==> config.mk <==
export PLATFORM = sky130hd
export DESIGN_NAME = parking_gate_ctrl
export DESIGN_NICKNAME = d
export VERILOG_FILES = /design/src/rtl/parking_pkg.sv /design/src/rtl/gate_lane_fsm.sv /design/src/rtl/parking_gate_ctrl.sv
export SDC_FILE = /design/constraint.sdc
export NUM_CORES = 1
export LEC_CHECK = 0
export BUFFER_PORTS_ARGS = -buffer_cell sky130_fd_sc_hd__buf_2
export CAP_MARGIN = 20
export CORE_AREA = 4 4 75 77
export DETAILED_ROUTE_END_ITERATION = 7
export DIE_AREA = 0 0 79 81
export GPL_ROUTABILITY_DRIVEN = 0
export PLACE_DENSITY_LB_ADDON = 0.05
export SLEW_MARGIN = 10
export SYNTH_ARGS = -nofsm -noshare
export SYNTH_HDL_FRONTEND = slang
export SYNTH_HIERARCHICAL = 1
export SYNTH_SLANG_ARGS = --single-unit
export TNS_END_PERCENT = 20
==> constraint.sdc <==
create_clock -name clk -period 2.6 [get_ports clk]
set_clock_uncertainty 0.2 [all_clocks]
set_input_delay 0.52 -clock clk [delete_from_list [all_inputs] [get_ports clk]]
set_output_delay 0.52 -clock clk [all_outputs]
set_load 0.01 [all_outputs]
==> src/rtl/parking_pkg.sv <==
// parking_pkg -- shared definitions for the parking gate controller.
//   lane_state_e        : per-lane barrier state (IDLE / OPEN / WAIT_CLR)
//   LANE_*              : lane indices used for every per-lane vector
//   DEF_*_CYCLES        : default timing parameters
package parking_pkg;

  typedef enum logic [1:0] {
    ST_IDLE     = 2'd0,
    ST_OPEN     = 2'd1,
    ST_WAIT_CLR = 2'd2
  } lane_state_e;

  localparam int unsigned LANE_ENTRY = 0;
  localparam int unsigned LANE_EXIT0 = 1;
  localparam int unsigned LANE_EXIT1 = 2;
  localparam int unsigned NUM_LANES  = 3;

  localparam int unsigned DEF_TIMEOUT_CYCLES  = 16;
  localparam int unsigned DEF_DEBOUNCE_CYCLES = 4;

endpackage

==> src/rtl/gate_lane_fsm.sv <==
// gate_lane_fsm -- barrier state machine for one lane.
// Ports:
//   clk, rst   : clock, synchronous active-high reset
//   i_req      : car present at the loop sensor (level)
//   i_pass     : car cleared the barrier (level)
//   i_allow    : lane may open (entry: not full, exit: floor holds cars)
//   i_pend     : this lane still has an undelivered event
//   o_state    : current lane state
//   o_ev       : one-cycle strobe, a pass was accepted while OPEN
module gate_lane_fsm
  import parking_pkg::*;
#(
  parameter int unsigned TIMEOUT_CYCLES = DEF_TIMEOUT_CYCLES
) (
  input  logic        clk,
  input  logic        rst,
  input  logic        i_req,
  input  logic        i_pass,
  input  logic        i_allow,
  input  logic        i_pend,
  output lane_state_e o_state,
  output logic        o_ev
);

  localparam int unsigned CW = $clog2(TIMEOUT_CYCLES) + 1;
  localparam logic [CW-1:0] CNT_LAST = CW'(TIMEOUT_CYCLES - 1);
  localparam logic [CW-1:0] CNT_MAX  = '1;

  lane_state_e   r_state;
  logic [CW-1:0] r_cnt;

  always_ff @(posedge clk) begin
    if (rst) begin
      r_state <= ST_IDLE;
      r_cnt   <= '0;
    end else begin
      case (r_state)
        ST_IDLE: begin
          if (i_req && i_allow) begin
            r_state <= ST_OPEN;
            r_cnt   <= '0;
          end
        end
        ST_OPEN: begin
          // A pass in the last open cycle still counts as a car.
          if (i_pass || (r_cnt == CNT_LAST)) begin
            r_state <= ST_WAIT_CLR;
          end else if (r_cnt != CNT_MAX) begin
            r_cnt <= r_cnt + CW'(1);
          end
        end
        ST_WAIT_CLR: begin
          // Holding here until the sensors clear and the event is sent
          // keeps one car from ever producing a second event.
          if (!i_req && !i_pass && !i_pend) begin
            r_state <= ST_IDLE;
            r_cnt   <= '0;
          end
        end
        default: begin
          r_state <= ST_IDLE;
          r_cnt   <= '0;
        end
      endcase
    end
  end

  assign o_state = r_state;
  assign o_ev    = (r_state == ST_OPEN) && i_pass;

endmodule

==> src/rtl/parking_gate_ctrl.sv <==
// parking_gate_ctrl -- three-lane parking barrier controller.
// Optional feature macro: PARKING_GATE_DEBOUNCE_EN (debounce all req/pass
// inputs by DEBOUNCE_CYCLES stable samples).
// Ports:
//   clk, rst                          : clock, synchronous active-high reset
//   entry_req/exit0_req/exit1_req     : car at lane loop sensor
//   entry_pass/exit0_pass/exit1_pass  : car cleared lane barrier
//   full, floor0_free, floor1_free    : occupancy status
//   car_in, car_out0, car_out1        : one-cycle events to occupancy manager
//   entry_open/exit0_open/exit1_open  : barrier-raise commands
//   entry_denied                      : car waiting at entry while full
module parking_gate_ctrl
  import parking_pkg::*;
#(
  parameter int unsigned TIMEOUT_CYCLES  = DEF_TIMEOUT_CYCLES,
  parameter int unsigned DEBOUNCE_CYCLES = DEF_DEBOUNCE_CYCLES
) (
  input  logic clk,
  input  logic rst,
  input  logic entry_req,
  input  logic exit0_req,
  input  logic exit1_req,
  input  logic entry_pass,
  input  logic exit0_pass,
  input  logic exit1_pass,
  input  logic full,
  input  logic floor0_free,
  input  logic floor1_free,
  output logic car_in,
  output logic car_out0,
  output logic car_out1,
  output logic entry_open,
  output logic exit0_open,
  output logic exit1_open,
  output logic entry_denied
);

  if (TIMEOUT_CYCLES < 2 || DEBOUNCE_CYCLES < 1) begin : g_bad_param
    $error("parking_gate_ctrl: TIMEOUT_CYCLES must be >= 2, DEBOUNCE_CYCLES >= 1");
  end

  // Sensor vector: [2:0] req, [5:3] pass, each indexed by lane.
  logic [5:0] w_raw;
  logic [5:0] w_flt;

  assign w_raw = {exit1_pass, exit0_pass, entry_pass,
                  exit1_req,  exit0_req,  entry_req};

`ifdef PARKING_GATE_DEBOUNCE_EN
  localparam int unsigned DW = $clog2(DEBOUNCE_CYCLES) + 1;
  localparam logic [DW-1:0] DB_LAST = DW'(DEBOUNCE_CYCLES - 1);

  logic [5:0][DW-1:0] r_db_cnt;
  logic [5:0]         r_db_flt;

  for (genvar d = 0; d < 6; d++) begin : g_db
    // Count consecutive samples that disagree with the accepted value;
    // any agreeing sample restarts the run.
    always_ff @(posedge clk) begin
      if (rst) begin
        r_db_cnt[d] <= '0;
        r_db_flt[d] <= 1'b0;
      end else if (w_raw[d] == r_db_flt[d]) begin
        r_db_cnt[d] <= '0;
      end else if (r_db_cnt[d] == DB_LAST) begin
        r_db_flt[d] <= w_raw[d];
        r_db_cnt[d] <= '0;
      end else begin
        r_db_cnt[d] <= r_db_cnt[d] + DW'(1);
      end
    end
  end

  assign w_flt = r_db_flt;
`else
  assign w_flt = w_raw;
`endif

  logic [NUM_LANES-1:0] w_req;
  logic [NUM_LANES-1:0] w_pass;
  logic [NUM_LANES-1:0] w_allow;
  logic [NUM_LANES-1:0] w_ev;
  logic [NUM_LANES-1:0] w_grant;
  logic [NUM_LANES-1:0] r_pend;
  lane_state_e          w_state [NUM_LANES];

  assign w_req  = w_flt[2:0];
  assign w_pass = w_flt[5:3];

  // full is only consulted when leaving IDLE; a gate already open stays open.
  assign w_allow[LANE_ENTRY] = !full;
  assign w_allow[LANE_EXIT0] = !floor0_free;
  assign w_allow[LANE_EXIT1] = !floor1_free;

  for (genvar g = 0; g < NUM_LANES; g++) begin : g_lane
    gate_lane_fsm #(
      .TIMEOUT_CYCLES(TIMEOUT_CYCLES)
    ) u_lane (
      .clk    (clk),
      .rst    (rst),
      .i_req  (w_req[g]),
      .i_pass (w_pass[g]),
      .i_allow(w_allow[g]),
      .i_pend (r_pend[g]),
      .o_state(w_state[g]),
      .o_ev   (w_ev[g])
    );
  end

  // Fixed priority: exit0 > exit1 > entry, one pulse per cycle.
  always_comb begin
    w_grant = '0;
    if (r_pend[LANE_EXIT0])      w_grant[LANE_EXIT0] = 1'b1;
    else if (r_pend[LANE_EXIT1]) w_grant[LANE_EXIT1] = 1'b1;
    else if (r_pend[LANE_ENTRY]) w_grant[LANE_ENTRY] = 1'b1;
  end

  // A lane cannot raise a new event while its flag is set (it is parked in
  // WAIT_CLR), so set and clear never collide on the same bit.
  always_ff @(posedge clk) begin
    if (rst) r_pend <= '0;
    else     r_pend <= (r_pend & ~w_grant) | w_ev;
  end

  assign car_in   = w_grant[LANE_ENTRY];
  assign car_out0 = w_grant[LANE_EXIT0];
  assign car_out1 = w_grant[LANE_EXIT1];

  assign entry_open = (w_state[LANE_ENTRY] == ST_OPEN);
  assign exit0_open = (w_state[LANE_EXIT0] == ST_OPEN);
  assign exit1_open = (w_state[LANE_EXIT1] == ST_OPEN);

  assign entry_denied = !rst && (w_state[LANE_ENTRY] == ST_IDLE)
                        && w_req[LANE_ENTRY] && full;

endmodule

==> impl_metrics.ini, run 1 <==
[status]
status = completed

[sta]
tightest_slew_ps = 572.9
setup_viol = 0
slew_headroom_pct = 61.73
holdWs_ps = 312.2
slew_violations = 0
final-hold-violation-count = 0
rsz0062_at_grt = no
min_period_ps = 2135
max_freq_mhz = 468.4
setup_ws_ps = 464.9
finalCritPeriodShare_pct = 82.12
fin_setup_tns_ps = 0

[clock_tree]
cts.htree.levels = 1
cts_sinks = 24
numCtsBuffers = 3
postCtsSetupBuffers = 0
clk_path_buf_depth = 2
ctsResizeCount = 0
cts_tree = built
root_buffer = clkbuf_8
insertion_delay_ps = 270
clk_pin_slew_ps = 90
cts_hold_buffers = 0

[detailed_routing]
wl_per_cell_um = 13.17
routed_via_density = 5.016
wl_um = 3279
drt_iter0_drc = 68
detail-route-antenna-nets = 0
firstDrtPassIters = 5
via_count = 1249
drc = 0

[finish]
fin_nets = 200
insertedDiodeCount = 0
num-fill-cells = 553
final_util_pct = 33.32
syn2layout_area_growth_pct = 14.51
drive_above_1_share_pct = 21.23

[logic_synthesis]
yosysSeqAreaShare_pct = 32.96
synth_cells = 163
synthFlopType = dfxtp_1
synthAdderAreaFrac_pct = 7.725
syn_area_per_cell_um2 = 8.943
synth_compound_area_share_pct = 26.01
synth_top_area_share_pct = 32.96
synth_mux_area_share_pct = 0
synth_warnings = 6
synth_top_area_cell = dfxtp_1
syn-num-nets = 183
synth-edff-count = 0
ys_seq_elements = 24
synth_top_family_by_area = simple AND/OR/NAND/NOR gates
yosys.area_share.simple_pct = 28.33
yosysUniqueCellTypes = 34
synth-xor-area-share_pct = 0
syn_area_um2 = 1458
synth_area_leaders = dfxtp_1 33%, ha_1 7.7%, a311oi_2 6.2%, nand2b_1 3.4%, nor2b_1 3.4%
synthArstFlopShare_pct = 0

[setup_path]
rrSetupSlack_ps = 460
path_common_cell = ha_1
crit_chain = ha_1 -> and3_1 -> ha_1 -> nor3_2 -> nand3_1 -> a221oi_2
cpPeakStageDelay_ps = 420
crit_buf_inv = 0
critical-path-top-delay-family = simple AND/OR/NAND/NOR gates
r2r-start = g_lane[0].u_lane/r_cnt[0]
cp.required_ps = 2590
worstSetupPathType = flop to flop
worstSetupEndpointType = flop
critical_path_arrival_ps = 2130
cp_max_fo = 7
worstRegToRegCells = 6
r2r-end = g_lane[0].u_lane/r_cnt[4]
slowest_stage = nor3_2
cp.depth = 6
startpoint_type = flop

[floorplanning]
coreArea_um2 = 5010
io_pins = 18
num_rows = 26
die_width_um = 79
start_util_pct = 29.10
die_h_um = 81
dieArea_um2 = 6399

[grt]
antenna_found_initial = 0
first_global_vias = 1202
overflow = 0
grt_use_total_pct = 11.11
grt_max_degree = 31
grt_pass1_wl_um = 5761

[power_and_ir_drop]
p_per_area_nw_per_um2 = 447.9
power_mw = 0.7476
p_leak_nw = 0.6591
ir_drop_v = 0.0002011

[hold_path]
holdPathEnd = g_lane[2].u_lane/r_cnt[4]
hold_path_class = flop to flop
whs_path_depth = 2
min_from = g_lane[2].u_lane/r_cnt[4]

[placement]
io_buffers = 17
dp_hpwl_um = 2358
dp_slack_ps = 499.7

[flow_run]
drv_cap = 0
-- through the flow --
step	cells	cell area, um^2
finish	249	1669
detailed placement	245	1614
CTS	249	1669
global placement	245	1614
floorplan	163	1458
global route	249	1669
-- cells by family (layout without fill, tap and decap cells) --
kind of cell | after synthesis | count (layout)
and+or+nand+nor | 66 | 66
buffers and inverters | 19 | 35
adders and majority gates | 9 | 9
DFF | 24 | 24
AOI/OAI and AO/OA | 45 | 45
-- flip-flops by register name (all words and copies together) (netlist names) --
signal                 flops
g_lane.u_lane/o_state      6
g_lane.u_lane/r_cnt       15
r_pend                     3
-- worst register-to-register path: cells and delay by family, from the launching register on --
| family | cells | cell delay, ps |
|---|---|---|
| flops | 1 | 350 |
| fa+ha+maj | 2 | 440 |
| simple gates | 3 | 800 |
| compound gates | 1 | 280 |
-- Yosys cell counts, types with 2 or more instances --
cell      count
o32ai_1       3
and2_1        6
o21ai_0       4
or2_0         3
nand3_1       3
a31oi_1       6
nor4b_1       3
nor2b_1       8
a311oi_2      6
o21ai_1       3
and3b_1       3
nand2_1       4
nor3_1        3
a221oi_2      3
and3_1        6
dfxtp_1      24
a21o_1        3
or3_1         3
buf_1         3
nand2b_1      8
inv_1        13
nor2_1        7
a21oi_1       8
ha_1          9
nor3_2        3
clkbuf_1      2
o221ai_1      3
a311o_2       3
nand4_1       3
a211oi_1      3
-- report_power, final --
| part | switching [mW] | total [mW] | internal (mW) | leakage, nW |
|---|---|---|---|---|
| clock | 0.127 | 0.262 | 0.135 | 0.0288 |
| combinational | 0.0612 | 0.0999 | 0.0387 | 0.436 |
| sequential | 0.0103 | 0.385 | 0.375 | 0.194 |
| total | 0.198 | 0.748 | 0.549 | 0.659 |
-- placed cells by master, fill, tap and decap left out, drive strengths merged --
master	instances
buf	18
nand4	3
a311o	3
or3	3
a21oi	8
a221oi	3
dfxtp	24
a31oi	6
nand2	4
nor2	7
clkbuf	4
or2	3
a311oi	6
ha	9
nand2b	8
a211oi	3
nor3b	1
a21o	3
nor4b	3
and3b	3
nor3	6
nor2b	8
o221ai	3
and2	6
o32ai	3
nand3	3
inv	13
o21ai	7
and3	6
nor4	1
or2b	1
-- area by class of cell --
cell class	count	area (um^2)	share of cell area, %
Clock buffer	4	55.05	3.298
Multi-Input combinational cell	120	904.6	54.20
Inverter	13	48.80	2.924
Timing Repair Buffer	18	92.59	5.547
Sequential cell	24	480.5	28.79
Tap cell	70	87.58	5.247
-- routing by layer --
metal	global-route usage, %	routed length (um)	up-vias
met5	0	0	-
li1	-	-	644
met1	15.39	1622	577
met3	2.217	128	4
met4	3.093	28	0
met2	17.51	1500	24
-- worst max path at each step --
| stage | startpoint | to | slack (ps) |
|---|---|---|---|
| global route | g_lane[0].u_lane/r_cnt[0] | g_lane[0].u_lane/r_cnt[4] | 310 |
| floorplan | g_lane[0].u_lane/r_cnt[0] | g_lane[0].u_lane/r_cnt[4] | 710 |
| finish | g_lane[0].u_lane/r_cnt[0] | g_lane[0].u_lane/r_cnt[4] | 460 |
| detailed placement | g_lane[0].u_lane/r_cnt[0] | g_lane[0].u_lane/r_cnt[4] | 500 |
| global placement | g_lane[2].u_lane/r_cnt[0] | g_lane[2].u_lane/r_cnt[4] | 510 |
| CTS | g_lane[0].u_lane/r_cnt[0] | g_lane[0].u_lane/r_cnt[4] | 470 |
(Power assumes the default switching activity.)
==> run 2, diff against run 1 <==
==> constraint.sdc (replaced) <==
create_clock -name clk -period 1.8 [get_ports clk]
set_clock_uncertainty 0.2 [all_clocks]
set_input_delay 0.36 -clock clk [delete_from_list [all_inputs] [get_ports clk]]
set_output_delay 0.36 -clock clk [all_outputs]
set_load 0.01 [all_outputs]
==> impl_metrics.ini, run 2 (same netlist as run 1, synthesis figures left out) <==
[status]
status = complete, but fails checks
violations = setup timing

[placement]
io_buffers = 17
dp_slack_ps = -109.0
dp_hpwl_um = 2555
dp_cells = 260

[detailed_routing]
routed_via_density = 5.011
detail-route-antenna-nets = 0
met1_length_um = 1684
top_layer_used = met4
drc = 0
wl_um = 3497
met2_length_um = 1674
wl_met3_um = 87
drt_iter0_drc = 63
wl_per_cell_um = 12.95
firstDrtPassIters = 4
via_count = 1353

[clock_tree]
cts_tree = built
cts_sinks = 24
clk_pin_slew_ps = 90
cts.htree.levels = 1
clk_path_buf_depth = 2
insertion_delay_ps = 270
numCtsBuffers = 3
root_buffer = clkbuf_8

[floorplanning]
num_rows = 26
io_pins = 18
start_util_pct = 29.10
dieArea_um2 = 6399
coreArea_um2 = 5010
die_h_um = 81
die_width_um = 79

[sta]
setup_viol = 1
final-hold-violation-count = 0
slew_headroom_pct = 72.18
tightest_slew_ps = 417.4
min_period_ps = 1801
finalCritPeriodShare_pct = 100.0
slew_violations = 0
rsz0062_at_grt = yes
setup_ws_ps = -0.5356
max_freq_mhz = 555.4

[grt]
antenna_found_initial = 0
grt_max_degree = 22
overflow = 0
grt_pass1_wl_um = 5885
grt_use_total_pct = 11.60
first_global_vias = 1290

[setup_path]
crit_buf_inv = 1
startpoint_type = flop
slowest_stage = dfxtp_2
worstSetupPathType = flop to flop
critical_path_arrival_ps = 1760
critical-path-top-delay-family = simple AND/OR/NAND/NOR gates
path_common_cell = ha_4
worstSetupEndpointType = flop
r2r-start = g_lane[2].u_lane/r_cnt[1]
cp_max_fo = 5
crit_chain = ha_4 -> and3_4 -> ha_4 -> nor3_4 -> buf_6 -> a21o_1 -> a311oi_2
r2r-end = g_lane[2].u_lane/r_cnt[2]
cp.required_ps = 1760
cpPeakStageDelay_ps = 340
rrSetupSlack_ps = -0.5
worstRegToRegCells = 7

[finish]
drive_above_1_share_pct = 43.50
insertedDiodeCount = 0
largest_reg_flops = 15
final_common_cell = buf_4
fin_nets = 221
final_cell_mix = 19 x buf_4, 18 x dfxtp_1, 17 x buf_2
syn2layout_area_growth_pct = 38.88
regMostFlops = g_lane.u_lane/r_cnt
stdcell_count = 270
final_util_pct = 40.41

[power_and_ir_drop]
intPower_mw = 0.8222
clockPowerShare_pct = 34.2
combPwrFrac_pct = 16.4
switching_share_pct = 27.02
p_leak_nw = 0.7641
ir_drop_v = 0.0003033
p_per_area_nw_per_um2 = 556.5
pwr-share-seq_pct = 49.4
power.net_switching_mw = 0.3045

[flow_run]
drv_cap = 0

[hold_path]
holdPathEnd = g_lane[2].u_lane/r_cnt[4]
hold_path_class = input port to flop
min_from = exit1_pass
whs_path_depth = 4
run 2: cell types whose count changed in the layout (fill, tap and decap cells not counted), moves of 5 or more:
cell,before,now
o21ai_2,0,5
ha_1,9,0
buf_4,1,19
dfxtp_2,0,6
ha_4,0,8
dfxtp_1,24,18
run 2: area by class of cell:
class                           instances  area, um^2
Clock buffer                            4       55.05
Fill cell                             547        2985
Timing Repair Buffer                   39       261.5
Sequential cell                        24       488.0
Tap cell                               70       87.58
Multi-Input combinational cell        120        1084
Inverter                               13       48.80
run 2: worst max path at each step:
| stage | start | end | slack [ps] | cells after the start |
|---|---|---|---|---|
| 3_3_place_gp | g_lane[1].u_lane/r_cnt[1] | g_lane[1].u_lane/r_cnt[4] | -60 | 6 |
| 2_1_floorplan | g_lane[0].u_lane/r_cnt[0] | g_lane[0].u_lane/r_cnt[4] | 5 | 6 |
| 6_report | g_lane[2].u_lane/r_cnt[1] | g_lane[2].u_lane/r_cnt[2] | -0.5 | 7 |
| 4_1_cts | g_lane[0].u_lane/r_cnt[0] | g_lane[0].u_lane/r_cnt[4] | -3 | 6 |
| 5_1_grt | g_lane[2].u_lane/r_cnt[1] | g_lane[2].u_lane/r_cnt[0] | -90 | 6 |
| 3_5_place_dp | g_lane[1].u_lane/r_cnt[1] | g_lane[1].u_lane/r_cnt[4] | -110 | 6 |
run 2: routing by layer:
metal / vias to the layer above / GRT usage (%)
met1: 650 / 14.61
met5: - / 0
met3: 5 / 1.774
met4: 0 / 4.124
li1: 684 / -
met2: 14 / 20.12
run 2: timing repair:
action / CTS / global route
setup buffers: 5 / 1
endpoints found under the hold margin: 0 / 0
hold buffers: 0 / 0
resized for setup: 17 / 9
endpoints found under the setup margin: 14 / 14
pin swaps: 16 / 8
run 2: per-stage QoR:
step,power (mW),area [um^2],hold slack (ps),TNS (ps)
after floorplan,0.6733,1528,229.1,0
final,1.127,2024,268.7,-0.5356
after CTS,1.136,1977,286.8,-3.798
after global placement,0.7339,1797,288.3,-243.5
after detailed placement,0.7365,1797,297.5,-659.5
after global routing,1.193,2024,280.3,-604.9
run 2: power groups by stage:
stage | clock [mW] | sequential, mW | combinational [mW]
2_1_floorplan | 0 | 0.566 | 0.107
3_3_place_gp | 0 | 0.567 | 0.167
3_5_place_dp | 0 | 0.568 | 0.169
4_1_cts | 0.399 | 0.556 | 0.181
5_1_grt | 0.430 | 0.560 | 0.203
6_report | 0.385 | 0.557 | 0.185
run 2: worst min-delay path: stages:
cell	delay, ps
buf_2	140
nor3_4	80
nand3_2	70
a221oi_2	50
==> run 3, diff against run 2 <==
--- a/config.mk
+++ b/config.mk
@@ -12,6 +12,7 @@
 export DIE_AREA = 0 0 79 81
 export GPL_ROUTABILITY_DRIVEN = 0
 export PLACE_DENSITY_LB_ADDON = 0.05
+export RECOVER_POWER = 50
 export SLEW_MARGIN = 10
 export SYNTH_ARGS = -nofsm -noshare
 export SYNTH_HDL_FRONTEND = slang
==> impl_metrics.ini, run 3 (same netlist as run 1, synthesis figures left out) <==
[status]
status = complete, but fails checks
violations = setup timing

[sta]
rsz0062_at_grt = yes
setup_ws_ps = -1.392
tightest_slew_ps = 449.5
slew_headroom_pct = 70.04
final-hold-violation-count = 0
holdWs_ps = 269.1
max_freq_mhz = 555.1
setup_viol = 2
fin_setup_tns_ps = -1.892
finalCritPeriodShare_pct = 100.1
slew_violations = 0
min_period_ps = 1801

[floorplanning]
dieArea_um2 = 6399
die_width_um = 79
coreArea_um2 = 5010
io_pins = 18
start_util_pct = 29.10
die_h_um = 81
num_rows = 26

[clock_tree]
numCtsBuffers = 3
cts.htree.levels = 1
cts_tree = built
cts_hold_buffers = 0
cts_sinks = 24
clk_path_buf_depth = 2
root_buffer = clkbuf_8
insertion_delay_ps = 270
clk_pin_slew_ps = 90

[setup_path]
critical_path_arrival_ps = 1760
worstSetupEndpointType = flop
rrSetupSlack_ps = -1
worstSetupPathType = flop to flop
worstRegToRegCells = 7
cp_max_fo = 5
cp.required_ps = 1760
r2r-end = g_lane[2].u_lane/r_cnt[2]
startpoint_type = flop
r2r-start = g_lane[2].u_lane/r_cnt[1]

[detailed_routing]
firstDrtPassIters = 4
drc = 0
routed_via_density = 5.022
via_count = 1356
wl_um = 3501
drt_iter0_drc = 48
wl_per_cell_um = 12.97
detail-route-antenna-nets = 0

[power_and_ir_drop]
switching_share_pct = 27.09
p_leak_nw = 0.7468
power.net_switching_mw = 0.3043
combPwrFrac_pct = 16.1
p_per_area_nw_per_um2 = 558.0
pwr-share-seq_pct = 49.6
intPower_mw = 0.8190
clockPowerShare_pct = 34.3
ir_drop_v = 0.0003041

[finish]
final_util_pct = 40.18
final_common_cell = dfxtp_1
syn2layout_area_growth_pct = 38.11
fin_nets = 221
drive_above_1_share_pct = 41.00
final_cell_mix = 18 x dfxtp_1, 17 x buf_4, 15 x buf_2
stdcell_area_um2 = 2013
insertedDiodeCount = 0
regMostFlops = g_lane.u_lane/r_cnt
largest_reg_flops = 15

[grt]
antenna_found_initial = 0
grt_use_total_pct = 11.60
grt_pass1_wl_um = 5885
overflow = 0
grt_max_degree = 22
first_global_vias = 1290

[hold_path]
min_from = exit1_pass
hold_path_class = input port to flop
holdPathEnd = g_lane[2].u_lane/r_cnt[4]
whs_path_depth = 4

[placement]
dp_slack_ps = -109.0
io_buffers = 17
dp_hpwl_um = 2555
dpl_cell_area_um2 = 1797

[flow_run]
drv_cap = 0
==> run 3: power by group through the flow <==
stage               clock, mW  sequential (mW)  combinational (mW)
finish                  0.385            0.557               0.181
global placement            0            0.567               0.167
floorplan                   0            0.566               0.107
global route            0.430            0.560               0.200
CTS                     0.399            0.556               0.181
detailed placement          0            0.568               0.169
==> run 3: timing repair <==
action,CTS,global route
setup endpoints to repair,14,14
setup buffers,5,1
pin swaps,16,8
resized for setup,17,9
==> run 3: worst max-delay path by stage <==
stage	from	endpoint	slack (ps)
after floorplan	g_lane[0].u_lane/r_cnt[0]	g_lane[0].u_lane/r_cnt[4]	5
after detailed placement	g_lane[1].u_lane/r_cnt[1]	g_lane[1].u_lane/r_cnt[4]	-110
after global placement	g_lane[1].u_lane/r_cnt[1]	g_lane[1].u_lane/r_cnt[4]	-60
final	g_lane[2].u_lane/r_cnt[1]	g_lane[2].u_lane/r_cnt[2]	-1
after global routing	g_lane[2].u_lane/r_cnt[1]	g_lane[2].u_lane/r_cnt[0]	-90
after CTS	g_lane[0].u_lane/r_cnt[0]	g_lane[0].u_lane/r_cnt[4]	-3
==> run 3: metal layers <==
layer	global-route usage (%)	routed length, um	vias to the layer above	part of all wire (%)
li1	-	-	683	-
met1	14.61	1677	652	48
met2	20.12	1677	16	48
met3	1.774	94	5	2.7
met4	4.124	51	0	1.5
met5	0	0	-	0
==> run 3: per-stage QoR <==
| stage | cells | total power, mW |
|---|---|---|
| 3_5_place_dp | 260 | 0.7365 |
| 5_1_grt | 270 | 1.189 |
| 6_report | 270 | 1.123 |
| 4_1_cts | 269 | 1.136 |
| 2_1_floorplan | 163 | 0.6733 |
| 3_3_place_gp | 260 | 0.7339 |
==> run 3: final cells by class <==
class	count	area, um^2
inverters	13	48.80
well taps	70	87.58
repair buffers	39	251.5
multi-input cells	120	1082
flip-flops and latches	24	488.0
fillers	551	2997
clock buffers	4	55.05
==> run 3: critical path, cell delays in order (launching register included) <==
cell and delay [ps]:
dfxtp_2 340, ha_4 150, and3_4 190, ha_4 170, nor3_4 270, buf_6 150
a21o_1 110, a311oi_2 90
